--- src/rtl/mul_arbiter.sv ---
// Round-robin arbiter that feeds a single shared shift-add multiplier for the
// M-extension multiply ops and returns results on a backpressured data bus.
module mul_arbiter #(
    parameter int N_REQ = 4,
    parameter int ROB_W = 5
) (
    input  logic                            clk,
    input  logic                            rst,
    input  logic [N_REQ-1:0]                req_valid,
    input  logic [N_REQ-1:0][31:0]          req_a,
    input  logic [N_REQ-1:0][31:0]          req_b,
    input  logic [N_REQ-1:0][2:0]           req_funct3,
    input  logic [N_REQ-1:0][ROB_W-1:0]     req_rob_id,
    output logic [N_REQ-1:0]                req_ready,
    output logic                            mul_start,
    output logic [1:0]                      mul_type,
    output logic [31:0]                     mul_a,
    output logic [31:0]                     mul_b,
    input  logic                            mul_done,
    input  logic [63:0]                     mul_p,
    output logic                            resp_valid,
    output logic [ROB_W-1:0]                resp_rob_id,
    output logic [31:0]                     resp_data,
    input  logic                            resp_ready,
    input  logic                            flush,
    output logic                            busy
);

    localparam int PTR_W = (N_REQ > 1) ? $clog2(N_REQ) : 1;

    typedef enum logic [1:0] { IDLE, WAIT, RESP, DRAIN } state_t;

    state_t             r_state;
    logic [PTR_W-1:0]   r_rr_ptr;
    logic [2:0]         r_funct3;
    logic [ROB_W-1:0]   r_rob_id;
    logic [31:0]        r_mul_a;
    logic [31:0]        r_mul_b;
    logic [1:0]         r_mul_type;
    logic [31:0]        r_resp_data;

    logic               w_grant;
    logic [PTR_W-1:0]   w_grant_idx;
    logic [PTR_W-1:0]   w_scan_idx;
    logic [PTR_W-1:0]   w_next_ptr;

    function automatic logic [1:0] decode_type(input logic [1:0] f3_lo);
        case (f3_lo)
            2'b10:   return 2'b10;
            2'b11:   return 2'b00;
            default: return 2'b01;
        endcase
    endfunction

    // Scan offsets from farthest to nearest so the first eligible requester
    // at or after r_rr_ptr is the one left standing; funct3 1xx is never eligible.
    always_comb begin
        w_grant     = 1'b0;
        w_grant_idx = '0;
        w_scan_idx  = '0;
        if (rst && r_state == IDLE && !flush) begin
            for (int k = N_REQ - 1; k >= 0; k--) begin
                w_scan_idx = PTR_W'((int'(r_rr_ptr) + k) % N_REQ);
                if (req_valid[w_scan_idx] && !req_funct3[w_scan_idx][2]) begin
                    w_grant     = 1'b1;
                    w_grant_idx = w_scan_idx;
                end
            end
        end
    end

    always_comb begin
        req_ready = '0;
        if (w_grant) begin
            req_ready[w_grant_idx] = 1'b1;
        end
    end

    assign w_next_ptr  = PTR_W'((int'(w_grant_idx) + 1) % N_REQ);
    assign mul_start   = w_grant;
    assign mul_a       = w_grant ? req_a[w_grant_idx] : r_mul_a;
    assign mul_b       = w_grant ? req_b[w_grant_idx] : r_mul_b;
    assign mul_type    = w_grant ? decode_type(req_funct3[w_grant_idx][1:0]) : r_mul_type;
    assign resp_valid  = (r_state == RESP);
    assign busy        = (r_state != IDLE);
    assign resp_data   = r_resp_data;
    assign resp_rob_id = r_rob_id;

    // A product arriving together with a flush is dropped rather than presented.
    always_ff @(posedge clk or negedge rst) begin
        if (!rst) begin
            r_state     <= IDLE;
            r_rr_ptr    <= '0;
            r_funct3    <= '0;
            r_rob_id    <= '0;
            r_mul_a     <= '0;
            r_mul_b     <= '0;
            r_mul_type  <= '0;
            r_resp_data <= '0;
        end else begin
            case (r_state)
                IDLE: begin
                    if (w_grant) begin
                        r_state    <= WAIT;
                        r_mul_a    <= req_a[w_grant_idx];
                        r_mul_b    <= req_b[w_grant_idx];
                        r_mul_type <= decode_type(req_funct3[w_grant_idx][1:0]);
                        r_funct3   <= req_funct3[w_grant_idx];
                        r_rob_id   <= req_rob_id[w_grant_idx];
                        r_rr_ptr   <= w_next_ptr;
                    end
                end
                WAIT: begin
                    if (mul_done) begin
                        if (flush) begin
                            r_state <= IDLE;
                        end else begin
                            r_state     <= RESP;
                            r_resp_data <= (r_funct3 == 3'b000) ? mul_p[31:0] : mul_p[63:32];
                        end
                    end else if (flush) begin
                        r_state <= DRAIN;
                    end
                end
                RESP: begin
                    if (flush || resp_ready) begin
                        r_state <= IDLE;
                    end
                end
                DRAIN: begin
                    if (mul_done) begin
                        r_state <= IDLE;
                    end
                end
                default: r_state <= IDLE;
            endcase
        end
    end

endmodule

--- config.mk ---
export PLATFORM = sky130hd
export DESIGN_NAME = mul_arbiter
export DESIGN_NICKNAME = d
export VERILOG_FILES = /design/src/rtl/mul_arbiter.sv
export SDC_FILE = /design/constraint.sdc
export NUM_CORES = 1
export LEC_CHECK = 0
export CAP_MARGIN = 5
export CORE_AREA = 2 2 181 183
export DETAILED_ROUTE_END_ITERATION = 8
export DIE_AREA = 0 0 183 185
export SYNTH_ARGS = -nofsm -noshare
export SYNTH_HDL_FRONTEND = slang
export SYNTH_SLANG_ARGS = --single-unit
--- constraint.sdc ---
create_clock -name clk -period 3.4 [get_ports clk]
set_input_delay 0.34 -clock clk [delete_from_list [all_inputs] [get_ports clk]]
set_output_delay 0.34 -clock clk [all_outputs]
set_load 0.02 [all_outputs]
**Yosys cells after proc, flatten, opt, wreduce, memory -nomap -nowiden**

Index checks and enable logic that the tools add are counted.

- Flip-flop bits (word level): 110
- Bits of input ports: 361
- Output and inout port bits: 110
- Word-level logic and storage cells: 96

- Add/subtract/negate cells: 4
- $lt $le $gt $ge: 6
- Equality and inequality tests: 9
- Mux-type cells: 49
- Bitwise gates (word level): 1
- Reduce and logical (&&, ||, !) cells: 19

Operators by type and width:

| kind | count |
|---|---|
| two-way mux 32 bit | 5 |
| binary-select mux 32 bit (select 2 bit) | 2 |
| binary-select mux 3 bit (select 2 bit) | 5 |
| two-way mux 2 bit | 12 |
| < comparator 2 x 3 -> 1 bit, second input constant | 5 |
| two-way mux 3 bit | 5 |
| binary-select mux 5 bit (select 2 bit) | 1 |
| two-way mux 1 bit | 10 |
| binary-select mux 1 bit (select 2 bit) | 4 |
| == test 2 bit, second input constant | 4 |
| case mux 2 bit (4 select lines) | 1 |
| logical AND 1 bit | 7 |
| zero test 1 bit | 5 |
| two-way mux 5 bit | 1 |
| adder 2 x 1 -> 2 bit, second input constant | 2 |
| adder 2 bit, second input constant | 2 |
| two-way mux 4 bit | 1 |
| != test 2 bit, second input constant | 2 |
| case mux 2 bit (2 select lines) | 1 |
| AND reduction 4 bit | 1 |
| zero test 3 bit | 1 |
| != test 3 bit, second input constant | 1 |
| AND reduction 3 bit | 1 |
| demux 1 bit (select 2 bit) | 1 |
| other kinds (8) | 8 |

**Longest topological paths before layout**

- Word-level depth: 15
- Gate-level depth with buffers: 10
- Gate-level depth less buffers: 7

**Worst setup path before layout**

Ideal clock, no wire load.

- Path kind: register -> output
- Start: reg r_state[0]
- End: out mul_type[0]
- Arrival time: 2.352 ns
- Required time: 3.060 ns
- Slack: 0.708 ns
- Stages on the path, launching flop included: 6
- Buffers on the path: 0
- Cell sequence: dfrtp_1 -> nor4b_4 -> inv_2 -> nor4_4 -> mux2_2 -> a221oi_1

- Longest elaborated chain between the ends: 9
- Elaborated cells on any way between the ends: 11
- Classes of those cells: eq/ne (2); mux (6); reduce/logical (3)

RTL lines:

| what | line | text |
|---|---|---|
| start: declaration | 33 | `state_t r_state;` |
| start signal: assignment | 92 | `r_state <= IDLE;` |
| start signal: assignment | 104 | `r_state <= WAIT;` |
| start signal: assignment | 116 | `r_state <= IDLE;` |
| zero test 2 bit * | 61 | `if (rst && r_state == IDLE && !flush) begin` |
| logical AND 1 bit * (2 in a row) | 61 |  |
| two-way mux 2 bit | 61 |  |
| binary-select mux 3 bit (select 2 bit) | 83 | `assign mul_type = w_grant ? decode_type(req_funct3[w_grant_idx][1:0]) : r_mul_type;` |
| two-way mux 3 bit | - |  |
| == test 2 bit | 48 | `case (f3_lo)` |
| case mux 2 bit (2 select lines) | 48 |  |
| two-way mux 2 bit * | - |  |
| end: declaration | 16 | `output logic [1:0] mul_type,` |

Mark *: on every way between the ends. The rest lies on a longest branch, timed or not. The select of a mux whose other input is x is not followed.

**Worst setup path in the final report**

- Start: reg r_state[0]
- End: out mul_a[10]

- Longest elaborated chain between the ends: 7
- Elaborated cells on any way between the ends: 8
- Classes of those cells: mux (5); reduce/logical (3)

RTL lines:

| what | line | text |
|---|---|---|
| zero test 2 bit * | 61 |  |
| logical AND 1 bit * (2 in a row) | 61 |  |
| two-way mux 2 bit | 61 |  |
| binary-select mux 32 bit (select 2 bit) | 81 | `assign mul_a = w_grant ? req_a[w_grant_idx] : r_mul_a;` |
| two-way mux 32 bit (implied by the code) | 81 |  |
| two-way mux 32 bit * | - |  |
| end: declaration | 17 | `output logic [31:0] mul_a,` |

Marks and branches as above.

==> results.toml <==
[outcome]
outcome = "complete, no violations"

[synthesis]
syn_nets = 1047
synth_edf_count = 0
ys_types = 38
async_reset_ff_frac = 1.00
synthCells = 682
ys_warn_count = 0
synth_ff_type = "dfrtp_1"
synth_area_per_cell_sq_um = 10.8
ys_ff_latch = 110
synthesis.area_sq_um = 7390
yosysSeqAreaShare = 0.373

[setup_path]
arrival_ps = 2890
critPathLaunchType = "flip-flop"
crit_fanout = 41
end_kind = "output port"
worst-setup-path-type = "reg2out"
cp.required_ps = 3060

[sta]
whs_ps = 130
timing.fmax_ghz = 0.310
tightest_slew_ps = 788
slew_headroom = 0.474
hold_viol = 0
totalNegativeSetupSlack_ps = 0
min_period_ps = 3230
rsz0062_at_grt = "no"
finalSetupViolations = 0
finalClockSkew_ps = 8.22
fin_crit_sh = 0.949
report.final.slew_viol_count = 0

[global_route]
grt_use_total = 0.164
grt_pass1_vias = 7612
grt_overflow = 0
antenna_found_initial = 1
grt_pass1_wl_mm = 42.8
grt_start_max_net_pins = 60

[die]
die_area_sq_um = 33900
initial_core_util = 0.231
die_height_microns = 185
core_sq_um = 32000
rows = 66
die_w_microns = 183
num_io_pins = 471

[routing]
via_per_inst = 4.75
via_count = 7537
avgRoutedWirePerCell_microns = 18.4
route.detailed.drc = 0
dr.pass1.iters = 7
drtIter0Drc = 224
drt-total-wl_mm = 29.1
final_antenna_net_count = 0

[place]
hpwl_mm = 23.0
port_buffers = 470
place.gp.congestion = 0.764

[clocking]
max-clock-path-buffers = 2
cts_setup_buffers = 0
numClockSinks = 110
root_buffer = "clkbuf_16"
cts_tree = "done"
hold_buffers = 0
cts_made_buffers = 9
cts_htree_levels = 3
clk_latency_ps = 360
clk_pin_slew_ps = 70

[hold_path]
worstHoldPathType = "in2async"

[cells_and_area]
areaGrowthSynthToFinish_pct = 81.5
fillCellCount = 3090
drive_gt1_frac = 0.145
nets = 1538

[power_and_ir_drop]
pwr_density_cell_nw_per_um2 = 532
p_leak_nw = 6.56
peakVddDrop_v = 0.000516
total_power_mw = 7.14

[flow_run]
max_cap_viol_count = 0
cells in the final DEF (no fill, tap or decap), types with 2 or more instances in the layout:
cell,netlist,layout
a21oi_1,34,34
a221oi_1,2,2
a22o_1,2,2
and2_1,7,7
buf_12,0,7
buf_4,6,67
clkbuf_16,0,9
clkdlybuf4s50_1,0,410
clkinvlp_4,0,3
dfrtp_1,110,110
dlymetal6s2s_1,0,58
ha_1,4,4
inv_2,4,2
inv_4,0,2
mux2_2,3,3
mux2i_1,174,168
mux2i_2,0,6
nand2_1,79,78
nand2b_1,5,5
nor2_1,35,35
nor2b_1,7,7
o221ai_1,76,76
o221ai_2,60,60
final timing paths:
kind | start | end | slack [ps] | depth (start not counted)
max reg2reg | r_state[0]$_DFFE_PN0P_ | r_funct3[1]$_DFFE_PN0P_ | 1030 | 6
max | r_state[0]$_DFFE_PN0P_ | mul_a[10] | 170 | 7
max in group asynchronous | rst | r_mul_a[0]$_DFFE_PN0N_ | 2010 | 3
min | rst | resp_data[3]$_DFFE_PN0P_ | 130 | 2
min reg2reg | r_mul_a[26]$_DFFE_PN0N_ | r_mul_a[26]$_DFFE_PN0N_ | 490 | 2
min in group clk | r_mul_a[26]$_DFFE_PN0N_ | r_mul_a[26]$_DFFE_PN0N_ | 490 | 2
synth_stat cells, drive strengths merged (2+ instances only):
library cell  count  area share
inv               5      0.0025
dfrtp           110        0.37
o21ai             2      0.0014
buf              31       0.028
nor4b             2      0.0044
clkbuf           31       0.016
mux2i           174        0.24
o221ai          136        0.21
mux2              3      0.0046
ha                4      0.0068
a221oi            2      0.0024
nor2             36       0.019
a21oi            34       0.023
and2              7      0.0059
nand2b            5      0.0042
nand2            79       0.040
nor2b             7      0.0059
a22o              2      0.0024
cell families (layout without fill, tap and decap cells):
group	count (synthesis)	in the layout	synth area share
AOI/OAI and AO/OA	181	181	0.246
adders and majority gates	4	4	0.00677
buffers and inverters	67	562	0.0461
DFF	110	110	0.373
muxes	177	177	0.240
other	0	1	0
and+or+nand+nor	143	143	0.0880
state kept, by name, summed over array words and instances, names as in the netlist:
register and flops:
r_funct3 3, r_mul_type 2, r_mul_b 32, resp_rob_id 5, r_mul_a 32, r_rr_ptr 2, r_state 2, resp_data 32
final cells by class:
class	count	area, sq um	area share
Inverter	5	23.8	0.00177
Tap cell	408	510	0.0381
Clock buffer	10	229	0.0171
Clock inverter	5	61.3	0.00457
Timing Repair Buffer	542	5470	0.408
Antenna cell	1	2.50	0.000187
Multi-Input combinational cell	505	4360	0.325
Sequential cell	110	2750	0.205
where the power goes:
group          internal, mW  switching, mW
clock                 0.570          0.506
sequential             1.83          0.220
combinational          2.03           1.98
total                  4.43           2.70
stage by stage:
step                      setup WS [ps]  area (sq um)  utilization  cells
after floorplan                     708          7390            -    682
after global placement             75.8         12900        0.404   1570
after detailed placement           89.7         12900        0.404   1570
after CTS                          8.27         13200        0.413   1585
after global routing              0.707         13400        0.419   1585
final                               174         13400        0.419   1586
critical path: stages (launching register included):
cell and delay (ps):
dfrtp_1 460, nor4b_4 350, inv_2 120, nor4_4 380
inv_4 190, buf_12 230, o221ai_2 140, clkdlybuf4s50_1 650
per-layer routing:
metal,wire [microns],global-route usage
met2,14600,0.296
met4,286,0.0358
met3,2390,0.0484
met5,0,0
met1,11900,0.192
timing repair:
item	in CTS	in global routing
gates resized for setup	0	65
hold endpoints to repair	0	0
setup endpoints to repair	0	66
(Power assumes the default switching activity.)
==> variant 1: new RTL, same settings <==
The parameter `N_REQ` goes from 4 to 2.
--- a/src/rtl/mul_arbiter.sv
+++ b/src/rtl/mul_arbiter.sv
@@ -1,7 +1,7 @@
 // Round-robin arbiter that feeds a single shared shift-add multiplier for the
 // M-extension multiply ops and returns results on a backpressured data bus.
 module mul_arbiter #(
-    parameter int N_REQ = 4,
+    parameter int N_REQ = 2,
     parameter int ROB_W = 5
 ) (
     input  logic                            clk,
Ports: changed (6 resized); port bits go from 471 to 323. The function was not compared with the original's and may differ.
==> variant 1 against the unedited design <==
Die area unchanged. Global-route usage decreased by 6.4 points. Power decreased by 12%. Setup slack improved by 0.16 ns. Sequential cell count decreased by 1. Wire length decreased by 40%. Area after synthesis decreased by 26%. Final area decreased by 30%. Critical path type is now input port to primary output. Critical endpoint is now mul_b[16]. Largest cell class unchanged. Highest routed layer is now met5.
==> variant 1: results <==
{
  "worstPathArrival_ns": 2.72,
  "drt_iter0_markers": 105,
  "synth_mux_area_share_pct": 19.25,
  "cts-root-buf": "clkbuf_16",
  "met3_wirelength_um": 1726,
  "slew_headroom_pct": 47.38,
  "peakVddDrop_mv": 0.2436,
  "status": "finished, final reports clean",
  "p_leak_nw": 3.893,
  "avgRoutedWirePerCell_um": 13.78,
  "clockPowerShare_pct": 19.2,
  "vias_per_cell": 3.951,
  "antenna_found_initial": 0,
  "placed_cell_area_mm2": 0.009097,
  "crit_fanout": 85,
  "grt_pass1_wl_um": 26190,
  "ys_seq_area_share_pct": 49.85,
  "hpwl_um": 13770,
  "synth_adder_area_share_pct": 0,
  "place_congestion": 0.7047,
  "stdcell_count": 1269,
  "slowest_delay_ns": 0.62,
  "wl_met1_um": 7272,
  "fin_worst_skew_ns": 0.006609,
  "fmax_mhz": 326.5,
  "synth_area_leaders": "dfrtp_1, mux2i_1, o21ai_1",
  "top_layer": "met5",
  "synth-compound-area-share_pct": 16.10,
  "syn_nets": 767,
  "grt_pass1_vias": 4911,
  "yosys-top-cells-count": "o21ai_1, dfrtp_1, mux2i_1, nand2_1, nor2_1",
  "io_buffers": 322,
  "nNetsFinal": 1073,
  "grt_max_degree": 94,
  "intPower_mw": 4.007,
  "seq_area_mm2": 0.002728,
  "grt.total_usage_pct": 10.00
}
[variant 1: final cells by class]
cell class / instances / area share, %
Inverter: 2 / 0.1062
Clock buffer: 10 / 2.429
Clock inverter: 4 / 1.049
Sequential cell: 109 / 28.94
Tap cell: 408 / 5.416
Timing Repair Buffer: 335 / 35.74
Multi-Input combinational cell: 401 / 26.32
[variant 1: path summary, 6_finish.rpt]
| kind | end | startpoint | cells after the start | slack, ns |
|---|---|---|---|---|
| setup / recovery | mul_b[16] | flush | 7 | 0.34 |
| hold / removal | resp_data[14] | rst | 2 | 0.16 |
| setup reg to reg | r_funct3[1] | r_state[0] | 5 | 1.62 |
| hold reg to reg | r_mul_b[20] | r_mul_b[20] | 2 | 0.48 |
| max in group asynchronous | r_mul_a[2] | rst | 3 | 2.07 |
| min in group clk | r_mul_b[20] | r_mul_b[20] | 2 | 0.48 |
[variant 1: metal layers]
metal  vias up  track usage, %
li1       2536               -
met3        12           3.775
met4         2           2.912
met2       229           17.44
met1      2235           11.40
met5         -               0
==> variant 2: new RTL, same flow settings <==
Without the edit above. Reset style: synchronous (`rst`), changed in one clocked block.
--- a/src/rtl/mul_arbiter.sv
+++ b/src/rtl/mul_arbiter.sv
@@ -87,7 +87,7 @@
     assign resp_rob_id = r_rob_id;
 
     // A product arriving together with a flush is dropped rather than presented.
-    always_ff @(posedge clk or negedge rst) begin
+    always_ff @(posedge clk) begin
         if (!rst) begin
             r_state     <= IDLE;
             r_rr_ptr    <= '0;
Formal check against the unedited RTL: not equivalent (Yosys sat finds a counterexample within 4 cycles, from zero or initial values and one cycle with rst low; the reset may be asserted at any time).
==> variant 2 against the unedited design <==
Sequential cell count stayed put. Critical path depth is 3 higher. Die area stayed put. Area after synthesis is 7.1% lower. Wire length is 2.2% higher. Setup slack worse by 0.062 ns. Final area is 0.18% higher. Count of clock-buffer cells in the layout stayed put.
Power is not compared: it rests on default switching activity, and its combinational part moved more than twofold at a synthesized area within 25%.
==> variant 2: results <==
{
  "status": "finished, final reports clean",
  "drive_above_1_share_pct": 15.17,
  "synth_cell_types": 37,
  "avgRoutedWirePerCell_um": 16.97,
  "use_met2_pct": 30.15,
  "grt.total_usage_pct": 16.58,
  "drt_iter0_markers": 219,
  "nFillCells": 3210,
  "stdcell_count": 1753,
  "syn_nets": 1117,
  "grt_pass1_vias": 8143,
  "antenna_found_initial": 0,
  "wl_met1_um": 12020,
  "syn_inst": 752,
  "grt_pass1_wl_um": 43870,
  "synth_adder_area_share_pct": 0.7289,
  "ys_seq_area_share_pct": 32.07,
  "synth_area_leaders": "dfxtp_1, mux2i_1, a211o_1",
  "post-place-ws_ns": -0.1954,
  "fin_worst_skew_ns": 0.008804,
  "ys.flop_type": "dfxtp_1",
  "met2_wirelength_um": 14700,
  "crit_fanout": 18,
  "async_reset_ff_share_pct": 0,
  "worstPathArrival_ns": 2.95,
  "worst_pin_slew_ns": 0.5582,
  "cp-startpoint": "req_valid[1]",
  "min_path_type": "flop to flop",
  "vias_per_cell": 4.592,
  "yosys-top-cells-count": "mux2i_1, nor2_1, a211o_1, dfxtp_1, nand2_1",
  "slowest_delay_ns": 0.50,
  "grtUsageMet1_pct": 18.59,
  "synth_mux_area_share_pct": 25.36
}
[variant 2: worst paths after layout]
path	slack, ns	to	depth (start not counted)
worst min register to register	0.46	resp_rob_id[3]	2
worst min-delay path	0.46	resp_rob_id[3]	2
worst max-delay path	0.11	mul_a[5]	10
worst max register to register	0.96	r_mul_b[24]	10
[variant 2: area by class of cell]
class	instances	area, um2	area share [%]
clock inverters	6	53.80	0.4003
inverters	4	15.01	0.1117
multi-input cells	576	4384	32.62
flip-flops and latches	110	2205	16.40
well taps	408	510.5	3.799
clock buffers	10	239.0	1.778
repair buffers	639	6032	44.88
[variant 2: repair_timing]
item                                    in CTS  in global routing
gates cloned                                 0                  1
resized for setup                           66                 24
hold buffers                                 0                  0
buffers inserted                             0                  7
endpoints found under the setup margin      68                 52
pin swaps                                    0                  1
[variant 2: report_power, final]
part / internal, mW / total [mW] / switching (mW)
Clock: 0.533 / 1.10 / 0.566
Combinational: 0.896 / 1.56 / 0.659
Sequential: 1.40 / 1.45 / 0.0585
